## src/rtl/axil_ordered_address_router.sv

```systemverilog
// AXI-lite address router: registered priority decode onto NS slaves plus an
// error slave, a 1-entry skid buffer for full throughput, a response-ordering
// gate that refuses a target switch while responses are outstanding, and a
// saturating decode-error counter.
module axil_ordered_address_router #(
    parameter int                      NS              = 4,
    parameter int                      AW              = 32,
    parameter int                      DW              = 38,
    parameter logic [NS-1:0][AW-1:0]   SLAVE_ADDR      = '0,
    parameter logic [NS-1:0][AW-1:0]   SLAVE_MASK      = '0,
    parameter logic [NS-1:0]           ACCESS_ALLOWED  = '1,
    parameter int                      MAX_OUTSTANDING = 4,
    parameter int                      ERR_CNT_W       = 16,
    localparam int                     IW              = $clog2(NS+1),
    localparam int                     CW              = $clog2(MAX_OUTSTANDING+1)
) (
    input  logic                 clock,
    input  logic                 reset,
    input  logic                 i_valid,
    output logic                 o_stall,
    input  logic [AW-1:0]        i_addr,
    input  logic [DW-1:0]        i_data,
    output logic                 o_valid,
    input  logic                 i_stall,
    output logic [NS:0]          o_decode,
    output logic [IW-1:0]        o_index,
    output logic [AW-1:0]        o_addr,
    output logic [DW-1:0]        o_data,
    input  logic                 i_resp_done,
    output logic [CW-1:0]        o_outstanding,
    input  logic                 i_err_clear,
    output logic [ERR_CNT_W-1:0] o_err_count
);

    logic [NS-1:0]        hit;
    logic [IW-1:0]        tgt_idx;
    logic [NS:0]          tgt_dec;
    logic                 blocked;
    logic                 accept;
    logic                 drain;
    logic                 resp_eff;

    logic                 out_valid_q, out_valid_d;
    logic [NS:0]          out_dec_q,   out_dec_d;
    logic [IW-1:0]        out_idx_q,   out_idx_d;
    logic [AW-1:0]        out_addr_q,  out_addr_d;
    logic [DW-1:0]        out_data_q,  out_data_d;
    logic                 skid_valid_q, skid_valid_d;
    logic [NS:0]          skid_dec_q,   skid_dec_d;
    logic [IW-1:0]        skid_idx_q,   skid_idx_d;
    logic [AW-1:0]        skid_addr_q,  skid_addr_d;
    logic [DW-1:0]        skid_data_q,  skid_data_d;
    logic [IW-1:0]        cur_target_q, cur_target_d;
    logic [CW-1:0]        cnt_q,        cnt_d;
    logic [ERR_CNT_W-1:0] err_cnt_q,    err_cnt_d;

    // Per-slave match: masked address compare, gated by access permission.
    always_comb begin
        hit = '0;
        for (int k = 0; k < NS; k++) begin
            hit[k] = ((((i_addr ^ SLAVE_ADDR[k]) & SLAVE_MASK[k]) == '0) && ACCESS_ALLOWED[k]);
        end
    end

    // Lowest matching slave wins; no match falls through to the error slave.
    always_comb begin
        logic found;
        found   = 1'b0;
        tgt_idx = IW'(NS);
        tgt_dec = '0;
        for (int k = 0; k < NS; k++) begin
            if (hit[k] && !found) begin
                found      = 1'b1;
                tgt_idx    = IW'(k);
                tgt_dec[k] = 1'b1;
            end
        end
        if (!found) tgt_dec[NS] = 1'b1;
    end

    // A target switch waits for the current slave to drain; a full window waits too.
    assign blocked  = ((cnt_q != '0) && (tgt_idx != cur_target_q)) ||
                      (cnt_q == CW'(MAX_OUTSTANDING));
    assign o_stall  = skid_valid_q | (i_valid & blocked);
    assign accept   = i_valid & ~o_stall;
    assign drain    = ~out_valid_q | ~i_stall;
    assign resp_eff = i_resp_done && (cnt_q != '0);

    // Next-state: output/skid movement, ordering state and error counter.
    always_comb begin
        out_valid_d  = out_valid_q;
        out_dec_d    = out_dec_q;
        out_idx_d    = out_idx_q;
        out_addr_d   = out_addr_q;
        out_data_d   = out_data_q;
        skid_valid_d = skid_valid_q;
        skid_dec_d   = skid_dec_q;
        skid_idx_d   = skid_idx_q;
        skid_addr_d  = skid_addr_q;
        skid_data_d  = skid_data_q;
        cur_target_d = cur_target_q;
        cnt_d        = cnt_q;
        err_cnt_d    = err_cnt_q;

        if (drain) begin
            // Skid holds the older request, so it always goes out first.
            if (skid_valid_q) begin
                out_valid_d  = 1'b1;
                out_dec_d    = skid_dec_q;
                out_idx_d    = skid_idx_q;
                out_addr_d   = skid_addr_q;
                out_data_d   = skid_data_q;
                skid_valid_d = 1'b0;
            end else if (accept) begin
                out_valid_d = 1'b1;
                out_dec_d   = tgt_dec;
                out_idx_d   = tgt_idx;
                out_addr_d  = i_addr;
                out_data_d  = i_data;
            end else begin
                out_valid_d = 1'b0;
            end
        end else if (accept) begin
            skid_valid_d = 1'b1;
            skid_dec_d   = tgt_dec;
            skid_idx_d   = tgt_idx;
            skid_addr_d  = i_addr;
            skid_data_d  = i_data;
        end

        if (accept) cur_target_d = tgt_idx;

        if (accept && !resp_eff)      cnt_d = cnt_q + CW'(1);
        else if (!accept && resp_eff) cnt_d = cnt_q - CW'(1);

        if (i_err_clear)
            err_cnt_d = '0;
        else if (accept && (tgt_idx == IW'(NS)) && !(&err_cnt_q))
            err_cnt_d = err_cnt_q + ERR_CNT_W'(1);
    end

    // State registers; reset drops any in-flight output and skid contents.
    always_ff @(posedge clock) begin
        if (reset) begin
            out_valid_q  <= 1'b0;
            out_dec_q    <= '0;
            out_idx_q    <= '0;
            out_addr_q   <= '0;
            out_data_q   <= '0;
            skid_valid_q <= 1'b0;
            skid_dec_q   <= '0;
            skid_idx_q   <= '0;
            skid_addr_q  <= '0;
            skid_data_q  <= '0;
            cur_target_q <= '0;
            cnt_q        <= '0;
            err_cnt_q    <= '0;
        end else begin
            out_valid_q  <= out_valid_d;
            out_dec_q    <= out_dec_d;
            out_idx_q    <= out_idx_d;
            out_addr_q   <= out_addr_d;
            out_data_q   <= out_data_d;
            skid_valid_q <= skid_valid_d;
            skid_dec_q   <= skid_dec_d;
            skid_idx_q   <= skid_idx_d;
            skid_addr_q  <= skid_addr_d;
            skid_data_q  <= skid_data_d;
            cur_target_q <= cur_target_d;
            cnt_q        <= cnt_d;
            err_cnt_q    <= err_cnt_d;
        end
    end

    assign o_valid       = out_valid_q;
    assign o_decode      = out_dec_q;
    assign o_index       = out_idx_q;
    assign o_addr        = out_addr_q;
    assign o_data        = out_data_q;
    assign o_outstanding = cnt_q;
    assign o_err_count   = err_cnt_q;

endmodule

```

## config.mk

```make
export PLATFORM = sky130hd
export DESIGN_NAME = axil_ordered_address_router
export DESIGN_NICKNAME = d
export VERILOG_FILES = /design/src/rtl/axil_ordered_address_router.sv
export SDC_FILE = /design/constraint.sdc
export NUM_CORES = 1
export LEC_CHECK = 0
export CAP_MARGIN = 20
export CORE_AREA = 5 5 140 142
export DETAILED_ROUTE_END_ITERATION = 16
export DIE_AREA = 0 0 145 147
export PLACE_DENSITY = 0.66
export SYNTH_ARGS = -nofsm -noshare
export SYNTH_HDL_FRONTEND = slang
export SYNTH_SLANG_ARGS = --single-unit
```

## constraint.sdc

```tcl
create_clock -name clock -period 2.4 [get_ports clock]
set_input_delay 0.48 -clock clock [delete_from_list [all_inputs] [get_ports clock]]
set_output_delay 0.48 -clock clock [all_outputs]
set_load 0.02 [all_outputs]
```

==> summary.txt, run 1 <==
STA
  – Worst relative slew slack: 0.597
  – Period utilisation layout: 0.898
  – Final Skew: 0.00799 ns
  – RSZ-0062 raised after global routing: no
  – Slew at the pin closest to its max-slew limit: ~0.60 ns
  – Final slew viol count: 0
  – Highest clock rate: 464 MHz
  – Final Hold Vio Count: 0
  – # setup viols final: 0
  – Final worst path period need: 2.16 ns

Finish
  – Finished Cell Area: 9500 um2
  – Antenna diodes: 0
  – Share of cells above drive strength 1: 0.163
  – Area Growth Syn to Fin: 33.1%
  – Commonest non-fill, non-tap cell in the layout: clkdlybuf4s50_1
  – Most frequent cells in the layout: clkdlybuf4s50_1 (148), dfxtp_1 (146), mux2i_1 (141)
  – Final core occ: 0.518
  – Nets: 889

Worst setup path
  – Critical-path cell list: or3b_2 > nand2_1 > nor2_1 > ha_1 > inv_1 > fa_1 > xor2_1 > or3_1 > a21oi_1
  – CP Launch Type: flop
  – CP delay by family, top: simple AND/OR/NAND/NOR gates
  – Crit. End Element: flop
  – Setup CP Type: flop to flop
  – Crit Path Max Fanout: 7
  – Crit path buf inv count: 1
  – Worst path slowest cell: dfxtp_1
  – Required @ worst endpoint: 2.75 ns
  – Critical Path AT: approximately 2.5 ns
  – Crit-path max cell delay: 0.50 ns

Logic synthesis
  – Synthesized area: 7140 um2
  – Cell count after synthesis: 684
  – Yosys cell types: 30
  – Post-synthesis sequential area ratio: 0.412
  – Mean post-synth cell area: 10.4 um2
  – Synth Register Bits: ~150
  – YS warnings: 0

Worst hold path
  – Min-delay worst type: flop to flop

Die
  – Die height: between 100 and 150 um
  – Num rows: 50
  – Die area: 21300 um2
  – Die W: 145 um
  – Top-level I/O count: 175
  – Starting Density: 0.390
  – CORE AREA: between 15000 and 20000 um2

Global routing
  – Vias in the first global route: approximately 5700
  – Pin count of the biggest net entering global routing: 69
  – Gr ovfl total: 0
  – Total track usage: 0.166
  – Antenna violations before repair: 0
  – First-pass GRT wire length: between 20000 and 30000 um

Clock tree
  – Htree depth: 4
  – Clock Sinks: roughly 150
  – Postcts setup bufs: 0
  – Maximum buffer depth of the clock tree: 2
  – Root Buffer: clkbuf_16
  – Clk Latency, worst-skew pair: 0.42 ns
  – CTS tree: yes
  – Clock transition at path regs: about 0.060 ns
  – Cts bufs inserted: 17
  – Post-CTS Hold Buffers: 0

Placement
  – IO buf count: 150
  – Detail Placement HPWL: 12000 um
  – Placed Area: 8840 um2
  – Routability-driven placement congestion ratio: 0.729

Detailed routing
  – Total Routed Length: around 18000 um
  – Vias: roughly 5400
  – DR WL/cell: between 15 and 20 um
  – # DRC: 0
  – Post-route ant nets: 0
  – Drt via density: 5.06
  – Pre-Repair DR Iteration Count: 4
  – DR iter-0 viols: 144

Flow run
  – Max-cap violations: 0

Power
  – Lkg Pwr: 3.23 nW
  – Power Density: 876 nW/um2
  – Max VDD drop: 0.000500 V

Status
  – Outcome: finished, final reports clean
-- routing by layer --
metal,vias up,GRT usage,wire (um)
li1,2602,-,-
met1,2605,0.202,7830
met2,127,0.286,8750
met3,22,0.0419,802
met4,0,0.0593,317
met5,-,0,0
-- layout make-up --
class                      count  area, um2
clock buffer                  19        453
clock inverter                13        203
fill                        1613       8830
inverter                       2       7.51
multi-input combinational    470       3820
sequential                   147       2950
tap                          234        293
timing repair buffer         173       1780
-- flip-flops by register name (all words and copies together) (netlist names) --
signal         count
skid_addr_q       32
skid_dec_q         1
o_addr            32
o_outstanding      3
skid_data_q       38
o_data            38
o_valid            1
skid_valid_q       1
o_decode           1
-- metrics by stage --
stage / hold slack, ns / total power [mW] / setup WS [ns] / instances / setup TNS [ns]
after global routing: 0.471 / 8.74 / 0.147 / 1058 / 0
final: 0.468 / 8.32 / 0.245 / 1058 / 0
after CTS: 0.444 / 8.44 / 0.000816 / 1058 / 0
after floorplan: 0.443 / 4.51 / 0.202 / 706 / 0
after detailed placement: 0.464 / 5.45 / -0.0742 / 1026 / -0.0742
after global placement: 0.453 / 5.38 / -0.0353 / 1026 / -0.0353
-- path summary, 6_finish.rpt --
kind                            cells past startpoint        startpoint  slack (ns)                to
worst min-delay path                                2     skid_dec_q[0]        0.47       o_decode[0]
worst max register to register                      9  o_outstanding[0]        0.24  o_outstanding[2]
worst max-delay path                                9  o_outstanding[0]        0.24  o_outstanding[2]
worst min register to register                      2     skid_dec_q[0]        0.47       o_decode[0]
-- worst register-to-register path, cell delays in order (launching register included) --
cell and delay, ns:
dfxtp_1 0.50, or3b_2 0.20, nand2_1 0.05, nor2_1 0.09
ha_1 0.18, inv_1 0.06, fa_1 0.38, xor2_1 0.16
or3_1 0.32, a21oi_1 0.15
-- cell usage after synthesis, drive strengths merged --
cell type  number  area share
o21ai           1     0.00070
xor2            2      0.0025
mux2i         141        0.20
o31ai           1      0.0011
nor3            1     0.00070
and2            1     0.00088
nor4b           1      0.0012
nor3b           1      0.0011
nand2b        140        0.12
nand2           2      0.0011
dfxtp         147        0.41
a21oi          74       0.052
o21ba           1      0.0014
a21o            1      0.0011
or4b            1      0.0014
fa              1      0.0028
clkbuf         44       0.023
ha              1      0.0018
a2bb2oi         1      0.0012
buf            43       0.045
a211oi         70        0.12
conb            1     0.00053
nor2            3      0.0016
or3             1     0.00088
inv             2      0.0011
a311oi          1      0.0012
or3b            1      0.0012
-- kinds of logic after synthesis --
logic type / share of synthesized area
multiplexers: 0.198
buffers and inverters: 0.0690
other: 0.000525
AND/OR/NAND/NOR: 0.133
XOR/XNOR: 0.00245
adder cells (fa/ha/maj): 0.00455
AO/OA/AOI/OAI: 0.181
flip-flops: 0.412
-- where the power goes --
part / switching, mW / total [mW] / leakage (nW) / internal [mW]
Combinational: 1.32 / 2.44 / 1.71 / 1.12
Sequential: 0.210 / 2.94 / 1.21 / 2.73
Clock: 1.05 / 2.94 / 0.316 / 1.90
-- what timing repair did --
action / in CTS / in global routing
resized for setup: 1 / 1
cloned: 0 / 0
hold endpoints to repair: 0 / 0
setup endpoints to repair: 1 / 1
pin swaps: 0 / 0
Power figures use the tool's default switching activity.
==> run 2, diff against run 1 <==
--- a/config.mk
+++ b/config.mk
@@ -6,9 +6,9 @@
 export NUM_CORES = 1
 export LEC_CHECK = 0
 export CAP_MARGIN = 20
-export CORE_AREA = 5 5 140 142
+export CORE_AREA = 2 2 137 139
 export DETAILED_ROUTE_END_ITERATION = 16
-export DIE_AREA = 0 0 145 147
+export DIE_AREA = 0 0 139 141
 export PLACE_DENSITY = 0.66
 export SYNTH_ARGS = -nofsm -noshare
 export SYNTH_HDL_FRONTEND = slang
==> run 2 against run 1 <==
Net effect:
- worst hold slack improved by 0.0021 ns
- clock power fell by 21%
- cell count is 0.76% lower
- first-iteration DRC count increased by 49%
- highest routed layer unchanged
==> summary.txt, run 2 (same netlist as run 1, synthesis figures left out) <==
Status
  – Outcome: finished, final reports clean

Die
  – Die W: 139 um
  – Die height: 141 um
  – Num rows: 50
  – CORE AREA: 18300 um2
  – Die area: 19600 um2
  – Top-level I/O count: 175
  – Starting Density: 0.391

STA
  – Highest clock rate: ~460 MHz
  – RSZ-0062 raised after global routing: no
  – Worst relative slew slack: 0.539
  – # setup viols final: 0
  – Period utilisation layout: 0.896
  – Final Skew: 0.00678 ns
  – Slew at the pin closest to its max-slew limit: 0.692 ns
  – Final worst path period need: 2.15 ns
  – Setup TNS: 0 ns
  – Fin worst setup slack: between 0.2 and 0.25 ns
  – Final slew viol count: 0
  – Final Hold Vio Count: 0

Worst setup path
  – Crit Path Max Fanout: 4
  – Critical Path AT: 1.67 ns
  – CP Launch Type: primary input
  – Setup CP Type: primary input to primary output
  – Required @ worst endpoint: approximately 1.9 ns
  – Crit path buf inv count: 3
  – Crit-path max cell delay: 0.54 ns
  – Worst path slowest cell: clkdlybuf4s50_1
  – Crit. End Element: primary output
  – CP delay by family, top: buffers and inverters
  – Critical-path cell list: clkdlybuf4s50_1 > buf_4 > a21o_1 > dlygate4sd2_1

Detailed routing
  – DR iter-0 viols: 214
  – Pre-Repair DR Iteration Count: 4
  – Drt via density: 5.02
  – Vias: 5276
  – Post-route ant nets: 0
  – Total Routed Length: between 15000 and 20000 um
  – # DRC: 0
  – DR WL/cell: 16.3 um

Clock tree
  – Root Buffer: clkbuf_16
  – CTS tree: yes
  – Htree depth: 4
  – Clock Sinks: 147
  – Maximum buffer depth of the clock tree: 2
  – Cts bufs inserted: 17
  – Clock transition at path regs: 0.06 ns
  – Post-CTS Hold Buffers: 0
  – Clk Latency, worst-skew pair: 0.41 ns

Placement
  – Detail Placement HPWL: 11000 um
  – Post-Place Worst Slack: -0.103 ns
  – IO buf count: 150
  – Routability-driven placement congestion ratio: about 0.73
  – Placed Area: approximately 9000 um2

Power
  – Max VDD drop: 0.000481 V
  – Lkg Pwr: around 3.1 nW
  – Power Density: between 800 and 900 nW/um2
  – Clk pwr share: 0.303
  – Int Pwr: 5.20 mW
  – Sw frac: 0.325
  – Logic gate share of total power: 0.316
  – Switch Pwr: 2.50 mW
  – Part of the power in registers: 0.381

Finish
  – Antenna diodes: 0
  – Commonest non-fill, non-tap cell in the layout: clkdlybuf4s50_1
  – Finished Cell Area: between 9000 and 10000 um2
  – Area Growth Syn to Fin: 30.3%
  – Filler Cells Inserted: 1594
  – Share of cells above drive strength 1: 0.148
  – Nets: 883
  – Most frequent cells in the layout: clkdlybuf4s50_1 (148), dfxtp_1 (146), mux2i_1 (141)
  – Final core occ: 0.509

Flow run
  – Max-cap violations: 0

Global routing
  – First-pass GRT wire length: 27400 um
  – Vias in the first global route: 5341
  – Pin count of the biggest net entering global routing: 90
  – Gr ovfl total: 0
  – Total track usage: 0.172
  – Antenna violations before repair: 0

Worst hold path
  – Min-delay worst type: primary input to flop
[run 2: changes by cell type in the layout (fill, tap and decap cells not counted), sizes merged]
cell / delta
dlygate4sd2: +1
clkinvlp: -2
inv: -2
clkinv: +2
clkbuf: +5
buf: -6
dlymetal6s2s: -1
bufinv: -5
[run 2: path summary, 6_finish.rpt]
check,from,to,slack [ns],depth (start not counted)
max reg2reg,o_outstanding[0],o_outstanding[2],0.26,9
min reg2reg,skid_data_q[21],skid_data_q[21],0.47,2
max,i_valid,o_stall,0.25,4
min,reset,o_addr[10],0.47,2
[run 2: power by group through the flow]
stage	registers (mW)	clock network (mW)	logic, mW
2_1_floorplan	3.23	0	1.29
3_3_place_gp	2.97	0	2.38
3_5_place_dp	2.98	0	2.45
4_1_cts	2.94	2.40	2.45
5_1_grt	2.97	2.52	2.60
6_report	2.94	2.33	2.43
[run 2: timing repair]
item / CTS / global route
gates resized for setup: 2 / 0
setup buffers: 0 / 0
setup endpoints to repair: 1 / 0
[run 2: metal layers]
layer | routed length [um] | part of all wire | vias up | track usage
met4 | 205 | 0.012 | 0 | 0.0526
met5 | 0 | 0 | - | 0
met3 | 789 | 0.046 | 16 | 0.0476
met2 | 8030 | 0.47 | 116 | 0.289
li1 | - | - | 2588 | -
met1 | 8090 | 0.47 | 2556 | 0.217
[run 2: final cells by class]
class,instances,area (um2),share of cell area
multi-input cells,470,3820,0.411
flip-flops and latches,147,2950,0.317
repair buffers,167,1730,0.186
clock buffers,24,472,0.0507
well taps,234,293,0.0315
clock inverters,6,32.5,0.00350
inverters,2,7.51,0.000807
[run 2: through the flow]
step,std cells,hold WS [ns],total power [mW]
final,1050,0.470,7.70
after global routing,1050,0.477,8.09
after CTS,1050,0.462,7.80
after detailed placement,1020,0.462,5.43
after global placement,1020,0.458,5.36
after floorplan,706,0.443,4.51
[run 2: worst register-to-register path: stages (launching register included)]
cell and delay [ns]:
dfxtp_1 0.49, or3b_2 0.20, nand2_1 0.05, nor2_1 0.09, ha_1 0.19, inv_1 0.06, fa_1 0.38, xor2_1 0.16
or3_1 0.30, a21oi_1 0.15
